===== src/rtl/rx_bit_timer_sampler_pkg.sv =====
// Shared constants and helpers for the UART RX bit timer / sampler.
// Holds frame geometry (data width, start/stop bit indices), the legal
// oversampling ratios and the 2-of-3 majority function.
package uart_rx_pkg;

    localparam int DATA_WIDTH     = 8;
    localparam int PRESCALE_WIDTH = 6;
    localparam int EDGE_CNT_W     = 5;
    localparam int BIT_CNT_W      = 4;

    localparam logic [PRESCALE_WIDTH-1:0] PRESCALE_8  = PRESCALE_WIDTH'(8);
    localparam logic [PRESCALE_WIDTH-1:0] PRESCALE_16 = PRESCALE_WIDTH'(16);
    localparam logic [PRESCALE_WIDTH-1:0] PRESCALE_32 = PRESCALE_WIDTH'(32);

    localparam logic [BIT_CNT_W-1:0] BIT_START      = '0;
    // Stop-bit index: start + data bits (+ parity when enabled).
    localparam logic [BIT_CNT_W-1:0] LAST_BIT_PAR   = BIT_CNT_W'(DATA_WIDTH + 2);
    localparam logic [BIT_CNT_W-1:0] LAST_BIT_NOPAR = BIT_CNT_W'(DATA_WIDTH + 1);

    // 2-of-3 vote.
    function automatic logic majority3(input logic a, input logic b, input logic c);
        return (a & b) | (a & c) | (b & c);
    endfunction

    // Any prescale other than 16 or 32 runs the counters as if it were 8.
    function automatic logic [PRESCALE_WIDTH-1:0] effective_prescale(
        input logic [PRESCALE_WIDTH-1:0] prescale
    );
        case (prescale)
            PRESCALE_16: return PRESCALE_16;
            PRESCALE_32: return PRESCALE_32;
            default:     return PRESCALE_8;
        endcase
    endfunction

endpackage


===== src/rtl/rx_bit_timer_sampler_if.sv =====
// Control/status bundle between the RX FSM side (master) and the bit timer /
// sampler (slave). Clock and reset stay outside the bundle.
interface rx_bit_timer_sampler_if;
    import uart_rx_pkg::*;

    logic                      RX_IN;
    logic [PRESCALE_WIDTH-1:0] prescale;
    logic                      par_en;
    logic                      cnt_en;
    logic                      dat_samp_en;
    logic [EDGE_CNT_W-1:0]     edge_cnt;
    logic [BIT_CNT_W-1:0]      bit_cnt;
    logic                      sampled_bit;
    logic                      strt_glitch;
    logic                      frame_done;

    modport master (
        output RX_IN, prescale, par_en, cnt_en, dat_samp_en,
        input  edge_cnt, bit_cnt, sampled_bit, strt_glitch, frame_done
    );

    modport slave (
        input  RX_IN, prescale, par_en, cnt_en, dat_samp_en,
        output edge_cnt, bit_cnt, sampled_bit, strt_glitch, frame_done
    );

endinterface


===== src/rtl/rx_bit_timer_sampler_voter.sv =====
// Three mid-bit capture flops and the registered majority vote.
// Captures happen at edge_cnt = H-1, H, H+1; the vote lands at H+2 and only
// if all three captures were taken with dat_samp_en high.
module rx_majority_voter
    import uart_rx_pkg::*;
(
    input  logic                  CLK,
    input  logic                  RST,
    input  logic                  rx_line,
    input  logic                  dat_samp_en,
    input  logic [EDGE_CNT_W-1:0] edge_cnt,
    input  logic [EDGE_CNT_W-1:0] half,
    output logic                  sampled_bit,
    output logic                  vote_fire,
    output logic                  vote_value
);

    logic [2:0]            samp_q;
    logic [2:0]            valid_q;
    logic [EDGE_CNT_W-1:0] cap0_edge;
    logic [EDGE_CNT_W-1:0] cap2_edge;
    logic [EDGE_CNT_W-1:0] vote_edge;

    // Capture/vote edge positions and the vote strobe for this cycle.
    always_comb begin
        // NOTE: every signal driven here is assigned on every path, so no latch can be inferred.
        cap0_edge  = half - EDGE_CNT_W'(1);
        cap2_edge  = half + EDGE_CNT_W'(1);
        vote_edge  = half + EDGE_CNT_W'(2);
        vote_value = majority3(samp_q[0], samp_q[1], samp_q[2]);
        vote_fire  = (edge_cnt == vote_edge) && (&valid_q);
    end

    // Capture the line at the three mid-bit edges, then register the vote.
    always_ff @(posedge CLK or negedge RST) begin
        // NOTE: sequential state uses non-blocking assignments so all flops update from pre-edge values.
        if (!RST) begin
            samp_q      <= 3'b111;
            valid_q     <= 3'b000;
            sampled_bit <= 1'b1;
        end else begin
            if (edge_cnt == cap0_edge) begin
                samp_q[0]  <= rx_line;
                valid_q[0] <= dat_samp_en;
            end
            if (edge_cnt == half) begin
                samp_q[1]  <= rx_line;
                valid_q[1] <= dat_samp_en;
            end
            if (edge_cnt == cap2_edge) begin
                samp_q[2]  <= rx_line;
                valid_q[2] <= dat_samp_en;
            end
            if (vote_fire) begin
                sampled_bit <= vote_value;
            end
        end
    end

endmodule


===== src/rtl/rx_bit_timer_sampler.sv =====
// UART RX bit timer / sampler: oversample edge counter, frame bit counter,
// start-glitch and frame-done pulses, and the majority-vote sampler.
// Optional macro RX_SYNC_EN: when defined, RX_IN goes through a 2-flop
// synchronizer (reset to idle-high) before capture; otherwise it is used directly.
module rx_bit_timer_sampler
    import uart_rx_pkg::*;
(
    input  logic                   CLK,
    input  logic                   RST,
    rx_bit_timer_sampler_if.slave  bus
);

    logic [PRESCALE_WIDTH-1:0] p_eff;
    logic [EDGE_CNT_W-1:0]     p_last;
    logic [EDGE_CNT_W-1:0]     half;
    logic [BIT_CNT_W-1:0]      last_bit;
    logic [EDGE_CNT_W-1:0]     edge_cnt_q;
    logic [BIT_CNT_W-1:0]      bit_cnt_q;
    logic                      strt_glitch_q;
    logic                      frame_done_q;
    logic                      rx_line;
    logic                      sampled_bit;
    logic                      vote_fire;
    logic                      vote_value;

`ifdef RX_SYNC_EN
    logic [1:0] rx_sync_q;

    // Two-stage synchronizer; resets to the idle-high line level.
    always_ff @(posedge CLK or negedge RST) begin
        if (!RST) begin
            rx_sync_q <= 2'b11;
        end else begin
            rx_sync_q <= {rx_sync_q[0], bus.RX_IN};
        end
    end

    assign rx_line = rx_sync_q[1];
`else
    assign rx_line = bus.RX_IN;
`endif

    // Bit period, mid-bit point and stop-bit index from the current config.
    always_comb begin
        p_eff    = effective_prescale(bus.prescale);
        p_last   = EDGE_CNT_W'(p_eff - PRESCALE_WIDTH'(1));
        half     = EDGE_CNT_W'(p_eff >> 1);
        last_bit = bus.par_en ? LAST_BIT_PAR : LAST_BIT_NOPAR;
    end

    // Edge/bit counters and the two status pulses.
    always_ff @(posedge CLK or negedge RST) begin
        if (!RST) begin
            edge_cnt_q    <= '0;
            bit_cnt_q     <= '0;
            strt_glitch_q <= 1'b0;
            frame_done_q  <= 1'b0;
        end else if (!bus.cnt_en) begin
            edge_cnt_q    <= '0;
            bit_cnt_q     <= '0;
            strt_glitch_q <= 1'b0;
            frame_done_q  <= 1'b0;
        end else begin
            frame_done_q  <= 1'b0;
            strt_glitch_q <= vote_fire && vote_value && (bit_cnt_q == BIT_START);
            // >= rather than == so a mid-frame prescale/par_en change cannot strand the counters.
            if (edge_cnt_q >= p_last) begin
                edge_cnt_q <= '0;
                if (bit_cnt_q >= last_bit) begin
                    frame_done_q <= 1'b1;
                end else begin
                    bit_cnt_q <= bit_cnt_q + BIT_CNT_W'(1);
                end
            end else begin
                edge_cnt_q <= edge_cnt_q + EDGE_CNT_W'(1);
            end
        end
    end

    rx_majority_voter u_voter (
        .CLK         (CLK),
        .RST         (RST),
        .rx_line     (rx_line),
        .dat_samp_en (bus.dat_samp_en),
        .edge_cnt    (edge_cnt_q),
        .half        (half),
        .sampled_bit (sampled_bit),
        .vote_fire   (vote_fire),
        .vote_value  (vote_value)
    );

    assign bus.edge_cnt    = edge_cnt_q;
    assign bus.bit_cnt     = bit_cnt_q;
    assign bus.sampled_bit = sampled_bit;
    assign bus.strt_glitch = strt_glitch_q;
    assign bus.frame_done  = frame_done_q;

endmodule


===== src/flat_wrapper.sv =====
// flat-port wrapper written by rule: the top's interface ports become plain ports
module rx_bit_timer_sampler_flat import uart_rx_pkg::*;
  (CLK, RST, bus_RX_IN, bus_prescale, bus_par_en, bus_cnt_en, bus_dat_samp_en, bus_edge_cnt, bus_bit_cnt, bus_sampled_bit, bus_strt_glitch, bus_frame_done);
  rx_bit_timer_sampler_if bus_i ();
  input  logic CLK;
  input  logic RST;
  input wire logic [$bits(bus_i.RX_IN)-1:0] bus_RX_IN;
  input wire logic [$bits(bus_i.prescale)-1:0] bus_prescale;
  input wire logic [$bits(bus_i.par_en)-1:0] bus_par_en;
  input wire logic [$bits(bus_i.cnt_en)-1:0] bus_cnt_en;
  input wire logic [$bits(bus_i.dat_samp_en)-1:0] bus_dat_samp_en;
  output wire logic [$bits(bus_i.edge_cnt)-1:0] bus_edge_cnt;
  output wire logic [$bits(bus_i.bit_cnt)-1:0] bus_bit_cnt;
  output wire logic [$bits(bus_i.sampled_bit)-1:0] bus_sampled_bit;
  output wire logic [$bits(bus_i.strt_glitch)-1:0] bus_strt_glitch;
  output wire logic [$bits(bus_i.frame_done)-1:0] bus_frame_done;
  assign bus_i.RX_IN = bus_RX_IN;
  assign bus_i.prescale = bus_prescale;
  assign bus_i.par_en = bus_par_en;
  assign bus_i.cnt_en = bus_cnt_en;
  assign bus_i.dat_samp_en = bus_dat_samp_en;
  assign bus_edge_cnt = bus_i.edge_cnt;
  assign bus_bit_cnt = bus_i.bit_cnt;
  assign bus_sampled_bit = bus_i.sampled_bit;
  assign bus_strt_glitch = bus_i.strt_glitch;
  assign bus_frame_done = bus_i.frame_done;
  rx_bit_timer_sampler u_core (.CLK(CLK), .RST(RST), .bus(bus_i));
endmodule

===== config.mk =====
export PLATFORM = sky130hd
export DESIGN_NAME = rx_bit_timer_sampler_flat
export DESIGN_NICKNAME = d
export VERILOG_FILES = /design/src/rtl/rx_bit_timer_sampler_pkg.sv /design/src/rtl/rx_bit_timer_sampler_if.sv /design/src/rtl/rx_bit_timer_sampler_voter.sv /design/src/rtl/rx_bit_timer_sampler.sv /design/src/flat_wrapper.sv
export SDC_FILE = /design/constraint.sdc
export NUM_CORES = 1
export LEC_CHECK = 0
export CAP_MARGIN = 20
export CORE_AREA = 2 2 76 78
export DETAILED_ROUTE_END_ITERATION = 8
export DIE_AREA = 0 0 78 80
export SLEW_MARGIN = 20
export SYNTH_ARGS = -nofsm -noshare
export SYNTH_HDL_FRONTEND = slang
export SYNTH_HIERARCHICAL = 1
export SYNTH_SLANG_ARGS = --single-unit

===== constraint.sdc =====
create_clock -name CLK -period 1.5 [get_ports CLK]
set_input_delay 0.225 -clock CLK [delete_from_list [all_inputs] [get_ports CLK]]
set_output_delay 0.225 -clock CLK [all_outputs]
set_load 0.005 [all_outputs]

==> metrics <==
CORE AREA 5405 µm²; number of DRC markers in iteration 0 28; Placed Area 1882 µm²; DRT antenna net count 0; #FFs+latches synth 18; Die Area 6240 µm²; initial core utilization 24.24%; Mapped Cells 128; clock latency on the worst-skew pair 250 ps; max layer used met4; via density per instance 4.213; crit path capture type register; length of the first detailed-routing pass in iterations 4; Boundary Pins 24; post-synthesis sequential area ratio 34.77%; hold buffer count at CTS 0; Critical Path RT 1680 ps; failing checks setup timing; Final Skew 0.8669 ps; RSZ-0062 raised after global routing true; multiplexer area fraction after synthesis 8.309%; layout cell share with drive strength beyond 1 39.79%; ANT cells 0; total number of vias 1108; Critical Path Sink u_core/u_voter/sampled_bit; worst hold slack 309.7 ps; Syn Area/Cell 10.23 µm²; Distinct cells, synth 44; clk sinks 18; Post-synth EDFFs 0; max_cap viols 0; Nets 216; complex-gate fraction of the synthesized area 8.596%; Reg2Reg Depth 4; gr ovfl total 0; mapped cell area 1310 µm²; Simple-Gate Fraction of Synth Area 19.68%; highest clock rate 531.5 MHz; ys async rst share 100.0%; Post-synth top flop dfrtp_1; final setup fails 18; initial antenna violation count 0; synth top area cells dfrtp_1 (27%), ha_1 (11%), dfstp_2 (8.0%); crit share post-route 125.4%; utilization after layout 38.36%; RR Startpoint u_core/bus.edge_cnt[4]; Detail Route met3 WL 92 µm; root buffer cell clkbuf_8; WL per Instance 10.45 µm; Sum Neg Setup Slack -4856 ps; crit path DAT 2060 ps; RR Endpoint u_core/u_voter/valid_q[2]; Tmin final 1881 ps; DRC viols 0; CTS max path bufs 2; Critical Path Source bus_prescale[1]; total CTS buffers 3; adder-cell share of the synthesized area 12.23%; WL final 2749 µm; pwr/cell area 711.6 nW/µm²; Die Ht 80 µm; CTS tree built; Routability Congestion 0.7710; largest family of logic cells by synthesized area simple AND/OR/NAND/NOR gates; Metal-1 WL 1209 µm; Final Max Tran Viols 0; final hold violation count 0; outcome finished with violations; die width 78 µm; static leakage 0.0009286 µW; HPWL Detailed 2176 µm; Tot Pwr 1475 µW; GR Util All Layers 9.772%; CP max FO 4; H-tree depth 1; maximum vdd ir drop 0.0004776 V; first-pass GRT wire length 4968 µm; largest net degree at the start of global routing 19; CTS clk-pin slew, worst paths 70 ps; xor-xnor portion of the synthesized cell area 13.18%; Synth area leader dfrtp_1; final instance area 2073 µm²; met2 routed WL 1435 µm; setup ws final -381.3 ps; Critical Path Start Type input pin; crit path kind in -> reg; vias in the first global route 1108; R2R setup slack -90 ps; Yosys top cell area share 26.74%; Hold Crit Class in -> async; Area Overhead vs Synth 58.26%; Port Buffers 23; Synth Warn # 6; Rows 27
[state kept, by name (all words and copies together) (netlist names)]
name	cells
u_core/bus.strt_glitch	1
u_core/u_voter/sampled_bit	1
u_core/u_voter/valid_q	3
u_core/bus.edge_cnt	5
u_core/bus.frame_done	1
u_core/u_voter/samp_q	3
u_core/bus.bit_cnt	4
[cell usage after synthesis (all sizes together) (2+ instances only)]
cell type	count
dfrtp	14
nand2	13
ha	12
xnor2	10
xor2	8
inv	7
mux2	7
nor2	7
dfstp	4
nand3	4
mux2i	3
nand3b	3
o21ai	3
a211oi	2
a21boi	2
a21oi	2
and3	2
clkbuf	2
nand2b	2
nor2b	2
nor3b	2
nor4	2
[metrics by stage]
stage | setup slack [ps] | std cells
floorplan | -524.4 | 137
global placement | -1034 | 251
detailed placement | -1069 | 251
CTS | -391.4 | 263
global route | -436.7 | 263
finish | -381.3 | 263
[how the worst min path moves through the flow]
stage / start / endpoint / slack [ps]
2_1_floorplan: RST / u_core/bus.bit_cnt[0] / -70
3_3_place_gp: u_core/u_voter/valid_q[1] / u_core/u_voter/valid_q[1] / 500
3_5_place_dp: u_core/u_voter/valid_q[1] / u_core/u_voter/valid_q[1] / 500
4_1_cts: RST / u_core/bus.edge_cnt[4] / 330
5_1_grt: RST / u_core/u_voter/valid_q[2] / 330
6_report: RST / u_core/u_voter/valid_q[2] / 310
[logic make-up after synthesis]
| family | after synthesis |
|---|---|
| and+or+nand+nor | 43 |
| xor gates and xnor gates | 18 |
| DFF | 18 |
| AOI/OAI and AO/OA | 15 |
| adders and majority gates | 13 |
| muxes | 10 |
| buffers and inverters | 10 |
| other | 1 |
[layout by cell type, fill, tap and decap left out, types with 3 or more instances in the layout]
cell,n
nand3b_1,3
dfrtp_2,4
dfstp_2,4
ha_1,12
clkdlybuf4s50_1,10
mux2i_1,3
dfrtp_1,10
buf_4,24
nor2_1,3
mux2_2,4
xnor2_1,8
buf_2,3
inv_1,6
clkbuf_8,4
dlygate4sd2_1,7
nand2_1,10
nand3_1,3
buf_6,5
conb_1,10
xor2_1,7
mux2_4,3
[routing by layer]
layer  track usage, %  vias up
li1                 -      563
met1            12.21      533
met2            17.07       10
met3            2.715        2
met4            1.579        0
met5                0        -
[where the power goes]
part	switching [µW]	internal, µW	total, µW
Sequential	60.7	612	673
Clock	160	233	393
Combinational	163	247	410
Total	384	1090	1480
[final cells by class]
class	instances	area, µm²
clock buffers	4	55.05
repair buffers	53	462.9
inverters	7	26.28
fillers	567	3332
flip-flops and latches	18	460.4
well taps	72	90.09
multi-input cells	109	978.4
[critical path: stages]
cell     delay [ps]
buf_8            90
or4_4           540
nor3b_4         310
xnor2_4         200
xnor2_2         110
nor4b_4         260
mux2_4          320
[repair_timing]
item,4_1_cts,5_1_grt
gates cloned,0,0
gates resized for setup,40,12
setup buffers,8,0
endpoints found under the setup margin,23,21
pin swaps,11,3
No activity file was read; power rests on OpenSTA's default activity.
